**config.mk**
```make
export PLATFORM = sky130hd
export DESIGN_NAME = approx_mac_acc
export DESIGN_NICKNAME = d
export VERILOG_FILES = /design/src/rtl/approx_mac_acc.sv
export SDC_FILE = /design/constraint.sdc
export NUM_CORES = 1
export LEC_CHECK = 0
export CAP_MARGIN = 15
export CORE_AREA = 5 5 144 146
export DETAILED_ROUTE_END_ITERATION = 6
export DIE_AREA = 0 0 149 151
export PLACE_DENSITY_LB_ADDON = 0.05
export SKIP_LAST_GASP = 1
export SYNTH_ARGS = -nofsm -noshare
export SYNTH_HDL_FRONTEND = slang
export SYNTH_SLANG_ARGS = --single-unit
```
**constraint.sdc**
```tcl
create_clock -name clk_i -period 5.6 [get_ports clk_i]
set_input_delay 0.56 -clock clk_i [delete_from_list [all_inputs] [get_ports clk_i]]
set_output_delay 0.56 -clock clk_i [all_outputs]
set_load 0.05 [all_outputs]
```
**src/rtl/approx_mac_acc.sv**
```systemverilog
// approx_mac_acc: three-stage signed multiply-accumulate. The low product bits
// can be forced to zero by an approximation mask captured on the first beat of
// each dot product. The accumulator saturates. The block counts beats per dot
// product, and each finished result is held in an output register until the
// consumer accepts it with res_ready_i.
module approx_mac_acc #(
  parameter int IN_WIDTH   = 9,
  parameter int ACC_WIDTH  = 32,
  parameter int N_BIT_APPR = 8,
  parameter int CNT_WIDTH  = 8
) (
  input  logic                  clk_i,
  input  logic                  rst_i,
  input  logic                  valid_i,
  output logic                  ready_o,
  input  logic [IN_WIDTH-1:0]   a_i,
  input  logic [IN_WIDTH-1:0]   b_i,
  input  logic                  last_i,
  input  logic [N_BIT_APPR-1:0] appr_mask_i,
  output logic                  res_valid_o,
  input  logic                  res_ready_i,
  output logic [ACC_WIDTH-1:0]  res_o,
  output logic                  sat_o,
  output logic [CNT_WIDTH-1:0]  count_o
);
  localparam int PW = 2 * IN_WIDTH;
  localparam logic signed [ACC_WIDTH-1:0] ACC_MAX = {1'b0, {(ACC_WIDTH-1){1'b1}}};
  localparam logic signed [ACC_WIDTH-1:0] ACC_MIN = {1'b1, {(ACC_WIDTH-1){1'b0}}};

  if (ACC_WIDTH < PW) begin : g_acc_width_check
    $error("approx_mac_acc: ACC_WIDTH must be >= 2*IN_WIDTH");
  end
  if (N_BIT_APPR > PW) begin : g_mask_width_check
    $error("approx_mac_acc: N_BIT_APPR must be <= 2*IN_WIDTH");
  end

  typedef enum logic {ST_IDLE, ST_ACC} state_e;

  state_e                  state_q, state_d;
  logic [N_BIT_APPR-1:0]   mask_q, mask_d, beat_mask;
  logic                    stall, accept;

  logic                    s1_valid_q, s1_last_q;
  logic signed [IN_WIDTH-1:0] s1_a_q, s1_b_q;
  logic [N_BIT_APPR-1:0]   s1_mask_q;
  logic [PW-1:0]           keep;
  logic signed [PW-1:0]    prod_full, prod_masked;

  logic                    s2_valid_q, s2_last_q;
  logic signed [PW-1:0]    s2_prod_q;

  logic signed [ACC_WIDTH:0]   sum;
  logic signed [ACC_WIDTH-1:0] beat_acc, acc_q, acc_d;
  logic                        beat_sat, sat_q, sat_d;
  logic [CNT_WIDTH-1:0]        beat_cnt, cnt_q, cnt_d;
  logic [ACC_WIDTH-1:0]        res_q, res_d;
  logic                        res_sat_q, res_sat_d, res_valid_q, res_valid_d;
  logic [CNT_WIDTH-1:0]        res_cnt_q, res_cnt_d;

  // An unaccepted result freezes the whole pipeline and refuses new beats.
  assign stall   = res_valid_q && !res_ready_i;
  assign ready_o = !stall;
  assign accept  = valid_i && ready_o;

  // Next state and mask capture: the mask of the opening beat holds for the whole dot product.
  always_comb begin
    // NOTE: every variable gets a default first so no path leaves it unassigned, which would infer a latch.
    state_d   = state_q;
    mask_d    = mask_q;
    beat_mask = (state_q == ST_IDLE) ? appr_mask_i : mask_q;
    if (accept) begin
      if (state_q == ST_IDLE) mask_d = appr_mask_i;
      state_d = last_i ? ST_IDLE : ST_ACC;
    end
  end

  // State and latched mask registers.
  always_ff @(posedge clk_i) begin
    // NOTE: sequential state uses non-blocking assignments so every register samples pre-edge values.
    if (rst_i) begin
      state_q <= ST_IDLE;
      mask_q  <= '0;
    end else begin
      state_q <= state_d;
      mask_q  <= mask_d;
    end
  end

  // S1: capture the accepted operands, the last flag and the effective mask.
  always_ff @(posedge clk_i) begin
    if (rst_i) begin
      s1_valid_q <= 1'b0;
      s1_last_q  <= 1'b0;
      s1_a_q     <= '0;
      s1_b_q     <= '0;
      s1_mask_q  <= '0;
    end else if (!stall) begin
      s1_valid_q <= accept;
      if (accept) begin
        s1_last_q <= last_i;
        s1_a_q    <= a_i;
        s1_b_q    <= b_i;
        s1_mask_q <= beat_mask;
      end
    end
  end

  // Exact signed product, then clear low bits whose mask bit is 0. Upper bits always pass through.
  always_comb begin
    keep = '1;
    for (int k = 0; k < N_BIT_APPR; k++) keep[k] = s1_mask_q[k];
    prod_full   = PW'(s1_a_q) * PW'(s1_b_q);
    prod_masked = prod_full & keep;
  end

  // S2: register the masked product.
  always_ff @(posedge clk_i) begin
    if (rst_i) begin
      s2_valid_q <= 1'b0;
      s2_last_q  <= 1'b0;
      s2_prod_q  <= '0;
    end else if (!stall) begin
      s2_valid_q <= s1_valid_q;
      s2_last_q  <= s1_last_q;
      s2_prod_q  <= prod_masked;
    end
  end

  // S3: saturating accumulate. On a last beat, load the result register and clear the accumulator for the next dot product.
  always_comb begin
    sum      = (ACC_WIDTH+1)'(acc_q) + (ACC_WIDTH+1)'(s2_prod_q);
    beat_acc = sum[ACC_WIDTH-1:0];
    beat_sat = sat_q;
    if (sum[ACC_WIDTH] != sum[ACC_WIDTH-1]) begin
      beat_acc = sum[ACC_WIDTH] ? ACC_MIN : ACC_MAX;
      beat_sat = 1'b1;
    end
    beat_cnt = (&cnt_q) ? cnt_q : cnt_q + CNT_WIDTH'(1);

    acc_d       = acc_q;
    sat_d       = sat_q;
    cnt_d       = cnt_q;
    res_d       = res_q;
    res_sat_d   = res_sat_q;
    res_cnt_d   = res_cnt_q;
    res_valid_d = res_valid_q && !res_ready_i;
    if (!stall && s2_valid_q) begin
      if (s2_last_q) begin
        res_d       = beat_acc;
        res_sat_d   = beat_sat;
        res_cnt_d   = beat_cnt;
        res_valid_d = 1'b1;
        acc_d       = '0;
        sat_d       = 1'b0;
        cnt_d       = '0;
      end else begin
        acc_d = beat_acc;
        sat_d = beat_sat;
        cnt_d = beat_cnt;
      end
    end
  end

  // Accumulator and result registers.
  always_ff @(posedge clk_i) begin
    if (rst_i) begin
      acc_q       <= '0;
      sat_q       <= 1'b0;
      cnt_q       <= '0;
      res_q       <= '0;
      res_sat_q   <= 1'b0;
      res_cnt_q   <= '0;
      res_valid_q <= 1'b0;
    end else begin
      acc_q       <= acc_d;
      sat_q       <= sat_d;
      cnt_q       <= cnt_d;
      res_q       <= res_d;
      res_sat_q   <= res_sat_d;
      res_cnt_q   <= res_cnt_d;
      res_valid_q <= res_valid_d;
    end
  end

  assign res_valid_o = res_valid_q;
  assign res_o       = res_q;
  assign sat_o       = res_sat_q;
  assign count_o     = res_cnt_q;

endmodule

```
==> results of run 1 <==
==> state kept, by name (all words and copies together) (netlist names), 8 cells and up, named ones only <==
name and cells:
s2_prod_q 18, s1_b_q 9, s1_a_q 9, cnt_q 8, acc_q 32, count_o 8
res_o 32
==> metrics by stage <==
stage / total power, mW / setup slack (ns)
2_1_floorplan: 1.39 / 0.622
3_3_place_gp: 1.52 / 0.448
3_5_place_dp: 1.52 / 0.380
4_1_cts: 2.64 / 0.372
5_1_grt: 2.75 / 0.0519
6_report: 2.61 / 0.388
==> routing by layer <==
layer  GRT usage [%]  share of wire (%)  wire, um  vias to the layer above
li1                -                  -         -                     3935
met1            30.8                 49     11400                     3641
met2            34.7                 46     10600                      144
met3            3.17                3.2       745                       31
met4            6.82                1.8       414                        0
met5               0                  0         0                        -
==> worst min path at each step <==
stage                   start   endpoint  slack (ns)  depth (start not counted)
global route         res_o[8]   res_o[8]        0.46                          2
finish              res_o[11]  res_o[11]        0.44                          2
detailed placement  res_o[19]  res_o[19]        0.44                          2
CTS                 res_o[19]  res_o[19]        0.45                          2
floorplan               sat_q      sat_q        0.43                          2
global placement    res_o[24]  res_o[24]        0.43                          2
==> placed cells by master (no fill, tap or decap), types with 5 or more instances in the layout <==
cell             count
xor2_1              14
clkbuf_16           17
xnor2_1             34
or3_1                5
nand2b_1            15
a22o_1              12
nor2b_1              8
nand3_1             23
o21a_1               8
nand2_1            187
a221o_1             12
inv_6                6
dfxtp_1            132
a21oi_1            102
o21bai_1             7
o21ai_1             29
ha_1                71
nor2_1              67
a21o_1              17
inv_1               95
clkdlybuf4s50_1     72
and2_1              43
o21ai_0             54
a31oi_1              7
buf_4                9
a211o_1              5
fa_1                71
nor3_1              11
==> kinds of logic after synthesis <==
group,after synthesis
adders and majority gates,142
DFF,132
and+or+nand+nor,384
buffers and inverters,152
xor gates and xnor gates,48
muxes,3
AOI/OAI and AO/OA,283
==> layout make-up <==
| type | count | area [um^2] |
|---|---|---|
| Clock inverter | 15 | 153 |
| Multi-Input combinational cell | 860 | 6270 |
| Clock buffer | 17 | 425 |
| Fill cell | 1824 | 8300 |
| Inverter | 95 | 357 |
| Tap cell | 265 | 332 |
| Timing Repair Buffer | 82 | 793 |
| Sequential cell | 132 | 2640 |
==> critical path: cells and delay by family (launching register included) <==
family | cells | cell delay, ns
buf+inv | 3 | 0.16
flops | 1 | 0.54
simple gates | 5 | 0.61
fa+ha+maj | 6 | 2.64
compound gates | 5 | 1.15
==> report_power, final <==
part	total (mW)	internal, mW	leakage, nW	switching (mW)
clock	1.10	0.593	0.281	0.511
sequential	1.02	0.975	1.07	0.0424
combinational	0.489	0.195	3.44	0.293
total	2.61	1.76	4.79	0.847
==> out/qor.yml, run 1 <==
cts_root_buf: "clkbuf_16"
synth-edff-count: 0
yosys.area.top_type: "dfxtp_1"
netlist_area_um2: 9480
io_buffers: 73
yosysWarnings: 0
post_cts_resized: 0
postCtsHoldBufs: 0
synth.most_common_cell: "nand2_1"
peakVddDrop_v: 0.000213
syn-num-nets: 1317
synth_top_family_by_area: "adder cells"
slowest_delay_ns: 0.55
grt_pass1_wl_mm: 39.4
area_delta_synth_final_pct: 15.7
critPathSlowestCell: "fa_1"
vias: 7751
path_class: "register to register"
endpoint: "s2_prod_q[17]"
crit_chain: "nand2_1 -> fa_1 -> inv_1 -> fa_1 -> inv_1 -> fa_1 -> inv_1 -> fa_1 -> ha_1 -> ha_1 -> nor2b_1 -> o21ai_0 -> nand2b_1 -> a21o_1 -> a31o_2 -> a41o_1 -> o41ai_1 -> or4_1 -> nand3_1"
placed_cells: 1434
start_kind: "register"
synth-simple-area-share_pct: 18.5
rrSetupSlack_ns: 0.39
numCtsBuffers: 17
powerDensity_nw_per_um2: 238
fin_crit_sh_pct: 93.1
seq_area_frac_synth_pct: 27.9
final_area_um2: 11000
drtIter0Drc: 305
fp.dieH_um: 151
finalNonFillerCells: 1466
clockBufferDepth: 2
nets: 1361
rsz0062_at_grt: "false"
ioPinCount: 74
rr_worst_depth: 19
synth_cells: 1144
clk_latency_ns: 0.43
viasPerCell: 5.29
cts.sinks: 132
cts_tree: "done"
rows: 51
synth_seq_cells: 132
drive_gt1_share_pct: 4.83
cp_common_cell: "fa_1"
cp.arrival_ns: 5.53
synth_compound_area_share_pct: 18.4
ys_async_sr_fraction_pct: 0
report.final.slew_viol_count: 0
fmax_ghz: 0.192
ant_nets: 0
yosysUniqueCellTypes: 56
dpl.hpwl_mm: 17.6
synth_mux_area_share_pct: 0.317
leakage_nw: 4.79
status: "finished, final reports clean"
crit_path_start: "s1_b_q[2]"
grt_usage_pct: 21.8
antenna_found_initial: 0
core-area_um2: 19300
synth_ff_type: "dfxtp_1"
crit_fanout: 10
end_kind: "register"
final_hold_viol_count: 0
cp.required_ns: 5.91
fin_skew_ns: 0.0104
avgSynthCellArea_um2: 8.29
drtPass1Iterations: 5
clkTransAtPathRegs_ns: 0.07
grt_pass1_vias: 7596
finalWirelength_mm: 23.1
drc: 0
min_period_ns: 5.21
cts_setup_buffers: 0
htreeDepth: 4
fp.dieArea_um2: 22500
yosysTopAreaCellShare_pct: 27.9
grt-ovfl-total: 0
synth_common_cells: "nand2_1, dfxtp_1, a21oi_1"
setup_viol: 0
hold_slack_ns: 0.444
synth-xor-area-share_pct: 4.43
grt_max_degree: 68
slew-limit-headroom_pct: 30.8
drv_cap: 0
netlist_top_cells_area: "dfxtp_1, fa_1, ha_1, nand2_1, a21oi_1"
antenna_cells: 0
place_area_um2: 10400
finalWeightedCongestion: 0.879
start_util_pct: 49.2
rr_endpoint: "s2_prod_q[17]"
rr_startpoint: "s1_b_q[2]"
finalSetupTns_ns: 0
synth_adder_area_share_pct: 24.4
tightest_slew_ns: 1.03
die_width_um: 149
final_util_pct: 56.9
hold_class: "register to register"
avgRoutedWirePerCell_um: 15.8
Note: power is estimated with default switching activity, not from simulation.
==> run 2, diff against run 1 <==
==> constraint.sdc (replaced) <==
create_clock -name clk_i -period 5.87 [get_ports clk_i]
set_input_delay 0.587 -clock clk_i [delete_from_list [all_inputs] [get_ports clk_i]]
set_output_delay 0.587 -clock clk_i [all_outputs]
set_load 0.05 [all_outputs]
==> run 2 against run 1 <==
Hold slack better by 0.0018 ns. Clock-buffer cell count is 4 higher. Total power is 2.1% lower. Via count is 0.54% higher. Combinational power is 4.9% lower. Sequential power is 5% lower. Sequential cell count stayed put. Core utilization hardly changed. Global-route usage is 0.095 points lower.
==> out/qor.yml, run 2 (synthesis results as in run 1) <==
grt_pass1_vias: 7760  # +2.2%
p_seq_share_pct: 38.1  # -0.9 points
finalNonFillerCells: 1462  # -0.27%
rr_endpoint: "s2_prod_q[17]"
pwr-share-comb_pct: 18.2  # -0.5 points
drc: 0  # unchanged
slew-limit-headroom_pct: 25.2  # -5.5 points
post_cts_resized: 0  # unchanged
cts_setup_buffers: 0  # unchanged
io_buffers: 73  # unchanged
rrSetupSlack_ns: 0.64  # +0.25 ns
die_width_um: 149  # unchanged
setup_viol: 0  # unchanged
clockBufferDepth: 2  # unchanged
clkTransAtPathRegs_ns: 0.07  # about the same
drtPass1Iterations: 7  # +2
tightest_slew_ns: 1.12  # +0.0825 ns
clk_latency_ns: 0.43  # about the same
cts_tree: "done"
place_area_um2: 10400  # -0.24%
rsz0062_at_grt: "false"
postCtsHoldBufs: 0  # unchanged
nets: 1357  # -0.29%
grt_pass1_wl_mm: 39.3  # -0.49%
end_kind: "register"
core-area_um2: 19300  # unchanged
finalPower_mw: 2.55  # -2.1%
antenna_found_initial: 0  # unchanged
hp-start: "res_o[4]"
rr_startpoint: "s1_a_q[1]"
peakVddDrop_v: 0.000211  # -0.96%
cts_root_buf: "clkbuf_16"
rows: 51  # unchanged
leakage_nw: 4.78  # -0.30%
start_kind: "register"
status: "finished, final reports clean"
powerDensity_nw_per_um2: 233  # -2.2%
placed_cells: 1430  # -0.28%
avgRoutedWirePerCell_um: 16.0  # +1.3%
dpl.hpwl_mm: 17.7  # +0.92%
finalWirelength_mm: 23.4  # +0.98%
swShare_pct: 29.2  # -3.2 points
layout_common_cells: "nand2_1, dfxtp_1, a21oi_1, inv_1, clkdlybuf4s50_1"
numCtsBuffers: 17  # unchanged
final_common_cell: "nand2_1"
cts.sinks: 132  # unchanged
p_sw_uw: 746  # -12%
hold_class: "register to register"
drive_gt1_share_pct: 4.34  # -0.49 points
fin_skew_ns: 0.0141  # +0.00370 ns
fmax_ghz: 0.191  # -0.39%
area_delta_synth_final_pct: 15.8  # about the same
final_hold_viol_count: 0  # unchanged
finalSetupTns_ns: 0  # unchanged
min_period_ns: 5.23  # +0.0205 ns
vias: 7793  # +0.54%
cp.required_ns: 6.18  # +0.27 ns
grt_max_degree: 68  # unchanged
fp.dieArea_um2: 22500  # unchanged
rr_worst_depth: 16  # -3
start_util_pct: 49.2  # unchanged
grt-ovfl-total: 0  # unchanged
final_area_um2: 11000  # about the same
cp.arrival_ns: 5.54  # about the same
whs_endpoint: "res_o[4]"
finalWeightedCongestion: 0.898  # +2.2%
report.final.slew_viol_count: 0  # unchanged
p_clk_share_pct: 43.7  # +1.4 points
viasPerCell: 5.33  # +0.82%
path_class: "register to register"
drv_cap: 0  # unchanged
fin_crit_sh_pct: 89.1  # -3.9 points
grt_usage_pct: 21.7  # -0.095 points
holdPathStages: 2  # unchanged
fp.dieH_um: 151  # unchanged
intPower_mw: 1.81  # +2.6%
crit_path_start: "s1_a_q[1]"
ioPinCount: 74  # unchanged
hold_slack_ns: 0.445  # +0.00184 ns
drtIter0Drc: 357  # +17%
htreeDepth: 4  # unchanged
crit_fanout: 10  # unchanged
ant_nets: 0  # unchanged
antenna_cells: 0  # unchanged
==> run 2: metal layers <==
layer | global-route usage [%] | share of wire (%)
met4 | 6.27 | 1.5
met3 | 3.20 | 3.2
met5 | 0 | 0
met2 | 35.9 | 47
met1 | 29.7 | 48
==> run 2: layout make-up <==
type                       count  area [um^2]
multi-input combinational    860         6270
timing repair buffer          78          763
fill                        1876         8290
clock inverter                11          151
sequential                   132         2640
tap                          265          332
clock buffer                  21          460
inverter                      95          357
==> run 2: power by group through the flow <==
stage / logic, mW / registers, mW / clock network [mW]
floorplan: 0.358 / 0.970 / 0
detailed placement: 0.464 / 0.991 / 0
global route: 0.529 / 0.978 / 1.18
finish: 0.465 / 0.972 / 1.12
global placement: 0.462 / 0.990 / 0
CTS: 0.470 / 0.972 / 1.14
==> run 2: how the worst max path moves through the flow <==
stage	cells after the start	end	slack (ns)
3_3_place_gp	19	s2_prod_q[17]	0.75
2_1_floorplan	19	s2_prod_q[15]	0.89
5_1_grt	16	s2_prod_q[17]	0.30
3_5_place_dp	16	s2_prod_q[17]	0.64
6_report	16	s2_prod_q[17]	0.64
4_1_cts	16	s2_prod_q[17]	0.61
==> run 2: per-stage QoR <==
step	utilization, %	setup slack [ns]
CTS	57.0	0.609
finish	57.0	0.637
floorplan	-	0.892
detailed placement	53.8	0.635
global route	57.0	0.295
global placement	53.8	0.746
==> run 2: critical path: stages, from the launching register on <==
cell	delay (ns)
dfxtp_1	0.51
nand2_1	0.13
fa_1	0.51
fa_1	0.57
inv_1	0.06
fa_1	0.51
fa_1	0.59
fa_1	0.43
ha_1	0.35
o21ai_0	0.09
nand2b_1	0.11
a21o_1	0.20
a31o_2	0.26
a41o_1	0.26
o41ai_1	0.31
or4_1	0.17
nand3_1	0.06
==> run 3, diff against run 2 <==
==> constraint.sdc (replaced) <==
create_clock -name clk_i -period 4.5 [get_ports clk_i]
set_input_delay 0.45 -clock clk_i [delete_from_list [all_inputs] [get_ports clk_i]]
set_output_delay 0.45 -clock clk_i [all_outputs]
set_load 0.05 [all_outputs]
==> run 3 against run 2 <==
The run now ends with negative setup slack left. Non-clock buffer count is 73 higher. Wire length is 3.0% higher. Total power is 37% higher. Hold slack worse by 0.057 ns. Clock power is 35% higher. Clock-buffer cell count is 2 lower. Critical path depth stayed put. Global-route usage is 0.61 points higher. First-iteration DRC count is 27% higher. Setup slack worse by 0.89 ns. Largest cell class unchanged. Via count is 4.5% higher. Register-to-register slack worse by 0.89 ns.
==> out/qor.yml, run 3 (synthesis results as in run 1) <==
place_ws_ns: -0.368  # -1.00 ns
vias: 8141  # +4.5%
die_width_um: 149  # unchanged
failed_checks: "negative setup slack"
cts_tree: "done"
clockBufferDepth: 2  # unchanged
crit_fanout: 5  # -5
ioPinCount: 74  # unchanged
status: "finished, violations left"
viasPerCell: 5.30  # -0.50%
finalNonFillerCells: 1535  # +5.0%
fin_skew_ns: 0.0123  # -0.00171 ns
path_class: "register to register"
grt_usage_pct: 22.3  # +0.61 points
start_kind: "register"
rows: 51  # unchanged
clk_latency_ns: 0.42  # about the same
finalPower_mw: 3.51  # +37%
fmax_ghz: 0.210  # +10%
nets: 1430  # +5.4%
placed_cells: 1497  # +4.7%
fp.dieArea_um2: 22500  # unchanged
grt-ovfl-total: 0  # unchanged
setup_ws_ns: -0.257  # -0.894 ns
cts.sinks: 132  # unchanged
drive_gt1_share_pct: 14.3  # +9.9 points
drtIter0Drc: 454  # +27%
fin_crit_sh_pct: 106  # +17 points
cp.required_ns: 4.82  # -1.36 ns
area_delta_synth_final_pct: 24.9
cts_root_buf: "clkbuf_16"
hold_class: "primary input to register"
report.final.slew_viol_count: 0  # unchanged
dpl.hpwl_mm: 18.1  # +2.3%
finalWirelength_mm: 24.1  # +3.0%
peakVddDrop_v: 0.000269  # +27%
tightest_slew_ns: 0.754  # -0.364 ns
antenna_cells: 0  # unchanged
postCtsHoldBufs: 0  # unchanged
final_common_cell: "nand2_1"
avgRoutedWirePerCell_um: 15.7  # -1.9%
powerDensity_nw_per_um2: 296  # +27%
grt_max_degree: 56  # -18%
antenna_found_initial: 0  # unchanged
grt_pass1_wl_mm: 40.3  # +2.7%
io_buffers: 73  # unchanged
holdPathStages: 2  # unchanged
drv_cap: 0  # unchanged
grt_pass1_vias: 7969  # +2.7%
finalWeightedCongestion: 0.895  # -0.38%
filler_cell_count: 1744  # -7.0%
cp.arrival_ns: 5.07  # -0.47 ns
numCtsBuffers: 17  # unchanged
rsz0062_at_grt: "true"
clkTransAtPathRegs_ns: 0.06  # about the same
start_util_pct: 49.2  # unchanged
htreeDepth: 4  # unchanged
core-area_um2: 19300  # unchanged
slew-limit-headroom_pct: 49.7  # +24 points
drc: 0  # unchanged
leakage_nw: 5.17  # +8.1%
hold_slack_ns: 0.388  # -0.0569 ns
fp.dieH_um: 151  # unchanged
drtPass1Iterations: 7  # unchanged
final_util_pct: 61.5  # +4.5 points
setup_viol: 4  # +4
end_kind: "register"
layout_common_cells: "nand2_1, dfxtp_1, a21oi_1, inv_1, buf_4"
final_hold_viol_count: 0  # unchanged
min_period_ns: 4.76  # -0.476 ns
rr_worst_depth: 16  # unchanged
ant_nets: 0  # unchanged
[run 3: cell count changes in the layout (fill, tap and decap cells not counted), moves of 6 or more]
cell,before,now
fa_2,0,8
ha_4,0,12
dfxtp_4,0,9
dfxtp_1,132,117
buf_4,5,76
fa_1,71,63
dfxtp_2,0,6
ha_1,71,58
[run 3: layout make-up]
class / count / area, um^2 / area share, %
Clock buffer: 19 / 443 / 3.74
Tap cell: 265 / 332 / 2.80
Clock inverter: 13 / 195 / 1.65
Multi-Input combinational cell: 860 / 6510 / 55.0
Timing Repair Buffer: 151 / 1320 / 11.1
Inverter: 95 / 357 / 3.01
Sequential cell: 132 / 2680 / 22.7
[run 3: worst paths after layout]
check / from / to / slack (ns)
max: s1_a_q[3] / s2_prod_q[15] / -0.26
min: rst_i / cnt_q[1] / 0.39
max reg2reg: s1_a_q[3] / s2_prod_q[15] / -0.26
min reg2reg: res_o[2] / res_o[2] / 0.45
[run 3: per-stage QoR]
stage | instance area, um^2 | TNS, ns
finish | 11800 | -0.582
global route | 11800 | -1.51
CTS | 11700 | -0.542
detailed placement | 11000 | -1.16
global placement | 11000 | -0.895
floorplan | 9620 | -0.225
[run 3: critical path: stages, from the launching register on]
cell and delay, ns:
dfxtp_4 0.36, and2_4 0.16, fa_1 0.54, inv_1 0.05, fa_1 0.49, inv_1 0.06, fa_1 0.46, fa_1 0.48
fa_1 0.53, ha_4 0.21, o21ai_2 0.05, nand2b_1 0.09, a21o_1 0.20, a31o_2 0.21, a41o_1 0.22, or3_1 0.35
a31o_2 0.20
[run 3: repair_timing]
action,in CTS,in global routing
setup buffers,3,3
hold endpoints to repair,0,0
setup endpoints to repair,6,7
resized for setup,37,15
pin swaps,11,10
[run 3: report_power, final]
part	internal [mW]	switching (mW)	total, mW
Sequential	1.21	0.0480	1.26
Combinational	0.321	0.411	0.732
Clock	0.952	0.561	1.51
[run 3: metal layers]
layer  vias to the layer above  part of all wire (%)  wire [um]  GRT usage [%]
met3                        21                   4.2       1010           3.62
met5                         -                     0          0              0
met2                       155                    43      10400           34.1
li1                       4074                     -          -              -
met1                      3891                    52      12400           33.4
met4                         0                   1.1        259           4.58
